[src/rtl/rst_seq_gen.sv]
// rst_seq_gen: staggered reset sequencer for the ESN datapath.
// A global asynchronous reset (rst_N) or a synchronised falling edge on the
// soft request (req_N) holds all N_CH downstream reset lines low for
// PULSE_LEN cycles. The lines are then released one after another, DLY
// cycles apart, with channel 0 first. busy is high while a sequence runs.
// done is a one-cycle strobe on the edge that releases the last channel.
// Optional feature macro: RST_SEQ_RETRIG_EN. When it is defined, a new
// request while busy restarts the sequence. When it is undefined, such a
// request is discarded.
module rst_seq_gen #(
  parameter int N_CH      = 2,
  parameter int PULSE_LEN = 6,
  parameter int DLY       = 4,
  parameter int CW        = 8
) (
  input  logic            clk,
  input  logic            rst_N,
  input  logic            req_N,
  output logic [N_CH-1:0] rst_out_N,
  output logic            busy,
  output logic            done
);

  // Count value at which the last channel releases.
  localparam int LAST_AT = PULSE_LEN - 1 + (N_CH - 1) * DLY;
  localparam logic [N_CH-1:0] ALL_ONES = {N_CH{1'b1}};

  typedef enum logic {
    IDLE   = 1'b0,
    ASSERT = 1'b1
  } state_t;

  state_t          state, state_next;
  logic [CW-1:0]   count, count_next;
  logic [N_CH-1:0] rst_out_next;
  logic            busy_next;
  logic            done_next;

  logic [1:0]      sync;
  logic            edge_det;
  logic            trig;
  logic [N_CH-1:0] rel_hit;

  // Refuse parameter sets that the counter cannot sequence.
  generate
    if (N_CH < 1 || PULSE_LEN < 1 || DLY < 0 || CW < 1 ||
        longint'(LAST_AT) >= (longint'(1) << CW)) begin : g_bad_params
      $error("rst_seq_gen: invalid parameters (N_CH>=1, PULSE_LEN>=1, DLY>=0, last release count must fit in CW bits)");
    end
  endgenerate

  // Falling edge of the synchronised request: the older sample is high and
  // the newer sample is low.
  assign edge_det = sync[1] & ~sync[0];

  // Two-flop synchroniser for req_N, followed by a registered edge strobe.
  // The strobe flop gives the documented latency: a low req_N captured at
  // edge k pulls the outputs low at edge k+2.
  always_ff @(posedge clk or negedge rst_N) begin
    if (!rst_N) begin
      sync <= 2'b11;
      trig <= 1'b0;
    end else begin
      sync <= {sync[0], req_N};
      trig <= edge_det;
    end
  end

  // Per-channel release match. Channel gi is released on the edge where
  // count equals PULSE_LEN-1+gi*DLY. When DLY is 0, every channel matches
  // the same count, so all channels release together.
  generate
    for (genvar gi = 0; gi < N_CH; gi++) begin : g_rel
      localparam int REL_AT = PULSE_LEN - 1 + gi * DLY;
      assign rel_hit[gi] = (count == CW'(REL_AT));
    end
  endgenerate

  // State and output registers. The power-on reset starts a full sequence
  // from count 0, exactly as a soft request does.
  always_ff @(posedge clk or negedge rst_N) begin
    if (!rst_N) begin
      state     <= ASSERT;
      count     <= '0;
      rst_out_N <= '0;
      busy      <= 1'b1;
      done      <= 1'b0;
    end else begin
      state     <= state_next;
      count     <= count_next;
      rst_out_N <= rst_out_next;
      busy      <= busy_next;
      done      <= done_next;
    end
  end

  // Next-state logic for the sequencer and for every registered output.
  always_comb begin
    state_next   = state;
    count_next   = count;
    rst_out_next = rst_out_N;
    busy_next    = busy;
    done_next    = 1'b0;

    case (state)
      IDLE: begin
        count_next   = '0;
        rst_out_next = ALL_ONES;
        busy_next    = 1'b0;
        if (trig) begin
          state_next   = ASSERT;
          rst_out_next = '0;
          busy_next    = 1'b1;
        end
      end

      ASSERT: begin
        count_next = count + CW'(1);
        // Channels released earlier stay high. New matches add to them.
        rst_out_next = rst_out_N | rel_hit;
        if (rel_hit[N_CH-1]) begin
          state_next = IDLE;
          busy_next  = 1'b0;
          done_next  = 1'b1;
          count_next = '0;
        end
`ifdef RST_SEQ_RETRIG_EN
        // A new request overrides everything else, including the final
        // release: the running sequence is abandoned without a done strobe.
        if (trig) begin
          state_next   = ASSERT;
          count_next   = '0;
          rst_out_next = '0;
          busy_next    = 1'b1;
          done_next    = 1'b0;
        end
`else
        // A request while busy is dropped. The strobe lasts one cycle, so
        // nothing is left pending when the sequence completes.
`endif
      end

      default: begin
        state_next = IDLE;
      end
    endcase
  end

endmodule

[config.mk]
export PLATFORM = sky130hd
export DESIGN_NAME = rst_seq_gen
export DESIGN_NICKNAME = d
export VERILOG_FILES = /design/src/rtl/rst_seq_gen.sv
export SDC_FILE = /design/constraint.sdc
export NUM_CORES = 1
export LEC_CHECK = 0
export ABC_CLOCK_PERIOD_IN_PS = 2500
export CORE_AREA = 3 3 40 42
export DETAILED_ROUTE_END_ITERATION = 12
export DIE_AREA = 0 0 43 45
export PLACE_DENSITY = 0.72
export SYNTH_ARGS = -nofsm -noshare
export SYNTH_HDL_FRONTEND = slang
export SYNTH_SLANG_ARGS = --single-unit
[constraint.sdc]
create_clock -name clk -period 2.5 [get_ports clk]
set_clock_uncertainty 0.1 [all_clocks]
set_input_delay 0.5 -clock clk [delete_from_list [all_inputs] [get_ports clk]]
set_output_delay 0.5 -clock clk [all_outputs]
set_load 0.05 [all_outputs]
# Word-level counts from Yosys, hierarchy flattened
# Index checks and enable logic that the tools add are counted.
[op_classes]
n_eq_ne = 3
n_mux = 11
bitwise_logic = 4
add_sub_neg = 1
[ops]
columns = ["cell", "n"]
rows = [
  ["$pmux 8 s2", 1],
  ["$add 8x1->8 const B", 1],
  ["$eq 8x3->1 const B", 1],
  ["$eq 8x4->1 const B", 1],
  ["$mux 8", 1],
  ["$mux 1", 5],
  ["$pmux 1 s2", 2],
  ["$pmux 2 s2", 1],
  ["$mux 2", 1],
  ["$ne 2x1->1 const B", 1],
  ["$not 1->1", 2],
  ["$or 2x2->2", 1],
  ["$and 1x1->1", 1],
]
[totals]
input_bits = 3
wordCells = 26
ff_bits = 16
output_inout_bits = 4

# Logic depth before layout (Yosys ltp)
# Gate-level depths: netlist of run 1.
[logic_depth]
depth_word = 3
depth_mapped = 5

# Worst setup path before layout of run 1
# OpenSTA, ideal clock, no wires.
[synth_path]
path_kind = "flip-flop to flip-flop"
start = "register count[1]"
end = "register count[2]"
arrival_time_ps = 1180
setup_slack_ps = 1081
setup_time_ps = 139
path_stages_with_launch = 6
path_cell_list = "dfrtp_1 -> inv_1 -> ha_1 -> nand4bb_2 -> o41ai_4 -> nor2_1"
[synth_via]
elab_chain_len = 3
elab_cells_between_ends = 4
[synth_rtl]
columns = ["item", "line_no", "source"]
rows = [
  ["start: declaration", "34", "logic [CW-1:0] count, count_next;"],
  ["start signal: assignment", "90", "count <= count_next;"],
  ["$add 8x1->8 / $eq 8x4->1 (equally long branches)", "118, 75", ""],
  ["$mux 8 *", "121", "if (rel_hit[N_CH-1]) begin"],
  ["$pmux 8 s2 *", "105", "case (state)"],
  ["net count_next[2]", "34", ""],
]
# The timed path passes the listed nets; every way through them passes the cells marked *.
# A chain may end at the register's enable or synchronous reset.

# Worst setup path after layout of run 1
[layout_path]
start = "register busy"
end = "output port busy"
[layout_lines]
columns = ["item", "line_no", "source"]
rows = [
  ["start: declaration", "20", "output logic busy,"],
  ["start signal: assignment", "92", "busy <= busy_next;"],
]
# No word-level cell between the ends.

==> results of run 1 <==
## flip-flops by register name, summed over array words and instances (netlist names)
register	count
busy	1
done	1
rst_out_N	2
sync	2
trig	1
state	1
count	8
## final timing paths
kind | from | to | slack, ns | cells after the start
min in group asynchronous | rst_N | count[4] | 0.54 | 1
setup reg to reg | count[1] | busy | 0.87 | 5
setup / recovery | busy | busy | 0.29 | 1
hold reg to reg | sync[0] | sync[1] | 0.27 | 0
max in group asynchronous | rst_N | trig | 1.32 | 1
hold / removal | sync[0] | sync[1] | 0.27 | 0
## metrics by stage
step,utilization,hold slack [ns]
after global placement,0.591,0.258
after detailed placement,0.591,0.261
after global routing,0.609,0.285
after floorplan,-,0.104
after CTS,0.609,0.274
final,0.609,0.272
## report_power, final
part / switching [W] / total, W / internal, W
logic: 0.000180 / 0.000319 / 0.000139
registers: 0.0000833 / 0.000425 / 0.000341
clock network: 0.0000742 / 0.000130 / 0.0000558
## layout by cell type, fill, tap and decap left out
cell and count:
dfrtp_1 12, o41ai_4 1, o31a_1 1, nand4bb_2 1
or3_1 3, clkdlybuf4s50_1 6, nand4_1 1, xor2_1 1
clkbuf_4 3, nand2_1 3, nor2_1 5, ha_1 2
dfstp_2 4, nor2b_1 1, a21oi_1 4, nand3_1 3
o21ai_0 4, and2_1 2, xnor2_1 2, nor4_1 2
inv_1 3, and4b_2 1, o21a_1 1
## final cells by class
class                      instances  share of cell area
sequential                        16               0.518
multi-input combinational         38               0.338
clock buffer                       3              0.0288
tap                               15              0.0240
inverter                           3              0.0144
timing repair buffer               6              0.0768
## cell usage after synthesis
| library cell | instances | area [sq um] |
|---|---|---|
| dfrtp_1 | 12 | 300 |
| nor2_1 | 5 | 18.8 |
| a21oi_1 | 4 | 20.0 |
| dfstp_2 | 4 | 105 |
| o21ai_0 | 4 | 20.0 |
| inv_1 | 3 | 11.3 |
| nand2_1 | 3 | 11.3 |
| nand3_1 | 3 | 15.0 |
| or3_1 | 3 | 18.8 |
| and2_1 | 2 | 12.5 |
| ha_1 | 2 | 25.0 |
| nor4_1 | 2 | 12.5 |
| xnor2_1 | 2 | 17.5 |
| and4b_2 | 1 | 11.3 |
| buf_2 | 1 | 5.00 |
| nand4_1 | 1 | 6.26 |
| nand4bb_2 | 1 | 16.3 |
| nor2b_1 | 1 | 6.26 |
| o21a_1 | 1 | 7.51 |
| o31a_1 | 1 | 8.76 |
| o41ai_4 | 1 | 27.5 |
| xor2_1 | 1 | 8.76 |
## kinds of logic after synthesis
logic type	Yosys count	share of synthesized area
AOI/OAI and AO/OA	11	0.122
xor gates and xnor gates	3	0.0383
adders and majority gates	2	0.0365
buffers and inverters	4	0.0237
DFF	16	0.591
and+or+nand+nor	22	0.188
## layer usage
| metal | share of wire | global-route usage | routed length (um) | up-vias |
|---|---|---|---|---|
| li1 | - | - | - | 222 |
| met1 | 0.45 | 0.171 | 475 | 215 |
| met2 | 0.50 | 0.246 | 534 | 5 |
| met3 | 0.036 | 0.0598 | 38 | 2 |
| met4 | 0.018 | 0.127 | 19 | 0 |
| met5 | 0 | 0 | 0 | - |
==> results.sh, run 1 <==
export IMPL_dr_pass1_iters=4
export IMPL_max_cap_viol_count=0
export IMPL_cts_buffer_depth=2
export IMPL_drv_slew=0
export IMPL_core_area_sq_um=1280
export IMPL_fmax_mhz=453
export IMPL_cts_sinks=16
export IMPL_grt_ovfl_total=0
export IMPL_rsz0062_at_grt="false"
export IMPL_hold_path_class="reg -> reg"
export IMPL_cp_slowest_cell="clkdlybuf4s50_1"
export IMPL_cts_setup_buffers=0
export IMPL_syn_area_sq_um=686
export IMPL_antenna_found_initial=0
export IMPL_crit_arrival_ns=1.61
export IMPL_finalNonFillerCells=81
export IMPL_final_area_sq_um=782
export IMPL_place_congestion=0.719
export IMPL_final_net_count=73
export IMPL_power_leakage_nw=0.328
export IMPL_clkTransAtPathRegs_ns=0.09
export IMPL_port_buffer_count=6
export IMPL_routed_via_count=444
export IMPL_htree_levels=1
export IMPL_drive_gt1_frac=0.152
export IMPL_drt_iter0_markers=9
export IMPL_vias_per_cell=5.48
export IMPL_finalHoldViolCount=0
export IMPL_grt_max_degree=17
export IMPL_timing_slew_headroom=0.533
export IMPL_vdd_drop_max_mv=0.671
export IMPL_dieArea_sq_um=1940
export IMPL_crit_family="buffers and inverters"
export IMPL_critPathMaxFanout=2
export IMPL_crit_type="reg -> out"
export IMPL_grt_pass1_wl_mm=2.04
export IMPL_status="completed"
export IMPL_antenna_left=0
export IMPL_pre_cts_ws_ns=0.592
export IMPL_syn2layout_area_growth_pct=14.1
export IMPL_ys_types=22
export IMPL_worst_slew_pin_slew_ns=0.698
export IMPL_gr_usage_all_layers=0.157
export IMPL_period_minus_slack_ns=2.21
export IMPL_rows=13
export IMPL_start_util=0.534
export IMPL_place_area_sq_um=759
export IMPL_yosysSeqAreaShare=0.591
export IMPL_p_per_area_nw_per_um2=1120
export IMPL_drc=0
export IMPL_syn_num_nets=63
export IMPL_die_y_um=45
export IMPL_cp_num_buf_inv=1
export IMPL_cts_tree="yes"
export IMPL_synthCells=58
export IMPL_avgSynthCellArea_sq_um=11.8
export IMPL_die_w_um=43
export IMPL_antenna_cells=0
export IMPL_min_period_over_period=0.883
export IMPL_required_ns=1.90
export IMPL_io_pins=7
export IMPL_p_total_w=0.000873
export IMPL_wl_per_cell_um=13.2
export IMPL_nFillCells=113
export IMPL_synth_seq_cells=16
export IMPL_final_setup_tns_ns=0
export IMPL_setup_ws_ns=0.292
export IMPL_crit_chain="clkdlybuf4s50_1"
export IMPL_ys_warn_count=0
export IMPL_dp_cells=78
export IMPL_startpoint_type="register"
export IMPL_hold_buffers=0
export IMPL_dp_hpwl_um=794
export IMPL_clock_latency_ns=0.28
export IMPL_multi_input_area_sq_um=264
export IMPL_drt_total_wl_mm=1.07
export IMPL_cts_root_buffer="clkbuf_4"
export IMPL_ctsResizeCount=0
export IMPL_finalSetupViolCount=0
export IMPL_cts_buffers=3
export IMPL_slowest_delay_ns=0.79
export IMPL_endpoint_kind="output pin"
export IMPL_grt_pass1_vias=431
export IMPL_register_area_sq_um=405
Note: power is estimated with default switching activity, not from simulation.
==> inputs of run 2 (changes only) <==
==> constraint.sdc (replaced) <==
create_clock -name clk -period 2.5 [get_ports clk]
set_clock_uncertainty 0.1 [all_clocks]
set_input_delay 0.25 -clock clk [delete_from_list [all_inputs] [get_ports clk]]
set_output_delay 0.25 -clock clk [all_outputs]
set_load 0.05 [all_outputs]
==> run 2 against run 1 <==
Compared with the run above:
- die area stayed put
- critical path depth unchanged
- count of clock-buffer cells in the layout rose by 1
- worst hold slack got worse by 0.0071 ns
- via count fell by 0.45%
- sequential power about the same
- wire length fell by 1.4%
- flip-flop and latch count is the same
- sequential share of layout area shrank 0.90 points
- highest routed layer unchanged
==> results.sh, run 2 (same netlist as run 1, synthesis figures left out) <==
export IMPL_antenna_cells=0
export IMPL_routed_via_count=442
export IMPL_start_util=0.534
export IMPL_crit_type="reg -> out"
export IMPL_p_per_area_nw_per_um2=1140
export IMPL_gr_usage_all_layers=0.137
export IMPL_finalHoldViolCount=0
export IMPL_crit_family="buffers and inverters"
export IMPL_vias_per_cell=5.39
export IMPL_syn2layout_area_growth_pct=16.1
export IMPL_period_minus_slack_ns=1.95
export IMPL_timing_slew_headroom=0.548
export IMPL_rrSetupSlack_ns=0.87
export IMPL_min_period_over_period=0.782
export IMPL_regMostFlops="count"
export IMPL_cts_buffers=3
export IMPL_endpoint_kind="output pin"
export IMPL_worst_slew_pin_slew_ns=0.675
export IMPL_die_y_um=45
export IMPL_ctsResizeCount=0
export IMPL_die_w_um=43
export IMPL_vdd_drop_max_mv=0.629
export IMPL_place_congestion=0.714
export IMPL_antenna_found_initial=0
export IMPL_crit_chain="clkdlybuf4s50_1"
export IMPL_startpoint_type="register"
export IMPL_cp_num_buf_inv=1
export IMPL_power_leakage_nw=0.335
export IMPL_htree_levels=1
export IMPL_hold_buffers=0
export IMPL_drive_gt1_frac=0.164
export IMPL_fmax_mhz=512
export IMPL_final_cell_mix="dfrtp_1, clkdlybuf4s50_1, nor2_1"
export IMPL_dp_cells=78
export IMPL_finalSetupViolCount=0
export IMPL_hold_path_class="in -> async"
export IMPL_slowest_delay_ns=0.79
export IMPL_wl_per_cell_um=12.8
export IMPL_core_area_sq_um=1280
export IMPL_drv_slew=0
export IMPL_crit_arrival_ns=1.60
export IMPL_highest_layer="met4"
export IMPL_critPathMaxFanout=2
export IMPL_met2_length_um=495
export IMPL_dp_hpwl_um=767
export IMPL_cts_root_buffer="clkbuf_4"
export IMPL_drt_iter0_markers=2
export IMPL_cts_tree="yes"
export IMPL_status="completed"
export IMPL_grt_ovfl_total=0
export IMPL_cts_sinks=16
export IMPL_required_ns=2.15
export IMPL_final_common_cell="dfrtp_1"
export IMPL_clkTransAtPathRegs_ns=0.09
export IMPL_finalNonFillerCells=82
export IMPL_cts_setup_buffers=0
export IMPL_nFillCells=115
export IMPL_io_pins=7
export IMPL_dr_pass1_iters=4
export IMPL_drt_total_wl_mm=1.05
export IMPL_wl_met3_um=47
export IMPL_final_net_count=73
export IMPL_cts_buffer_depth=2
export IMPL_grt_max_degree=17
export IMPL_clock_latency_ns=0.28
export IMPL_antenna_left=0
export IMPL_grt_pass1_wl_mm=1.84
export IMPL_rows=13
export IMPL_dieArea_sq_um=1940
export IMPL_cp_slowest_cell="clkdlybuf4s50_1"
export IMPL_final_setup_tns_ns=0
export IMPL_drc=0
export IMPL_grt_pass1_vias=416
export IMPL_reg_largest_list="count x8, rst_out_N x2, sync x2"
export IMPL_port_buffer_count=6
export IMPL_max_cap_viol_count=0
export IMPL_largest_reg_flops=8
export IMPL_m1WireLength_um=491
export IMPL_rsz0062_at_grt="false"
[run 2: per-stage QoR]
stage | util | instance area, sq um | power (W) | hold slack (ns) | worst slack (ns)
after floorplan | - | 686 | 0.000662 | -0.146 | 1.08
after global placement | 0.591 | 759 | 0.000739 | 0.258 | 0.858
after detailed placement | 0.591 | 759 | 0.000752 | 0.261 | 0.855
after CTS | 0.619 | 796 | 0.000920 | 0.258 | 0.531
after global routing | 0.619 | 796 | 0.000977 | 0.265 | 0.506
final | 0.619 | 796 | 0.000910 | 0.265 | 0.545
[run 2: worst paths after layout]
| check | from | to | cells after the start |
|---|---|---|---|
| hold reg to reg | sync[0] | sync[1] | 0 |
| setup reg to reg | count[1] | count[7] | 5 |
| min in group clk | req_N | sync[0] | 1 |
| hold / removal | rst_N | count[4] | 1 |
| setup / recovery | busy | busy | 1 |
| max in group asynchronous | rst_N | trig | 1 |
[run 2: per-layer routing]
layer | global-route usage | vias up
li1 | - | 225
met1 | 0.154 | 206
met2 | 0.222 | 9
met3 | 0.0239 | 2
met4 | 0.127 | 0
met5 | 0 | -
[run 2: cell type report]
| class | count | area [sq um] | area share |
|---|---|---|---|
| Sequential cell | 16 | 405 | 0.509 |
| Multi-Input combinational cell | 38 | 264 | 0.332 |
| Timing Repair Buffer | 6 | 60.1 | 0.0755 |
| Clock buffer | 4 | 36.3 | 0.0456 |
| Tap cell | 15 | 18.8 | 0.0236 |
| Inverter | 3 | 11.3 | 0.0142 |
[run 2: power breakdown]
part | internal, W | switching (W) | leakage (nW)
Clock | 0.0000886 | 0.0000792 | 0.0210
Sequential | 0.000341 | 0.0000840 | 0.193
Combinational | 0.000138 | 0.000179 | 0.121
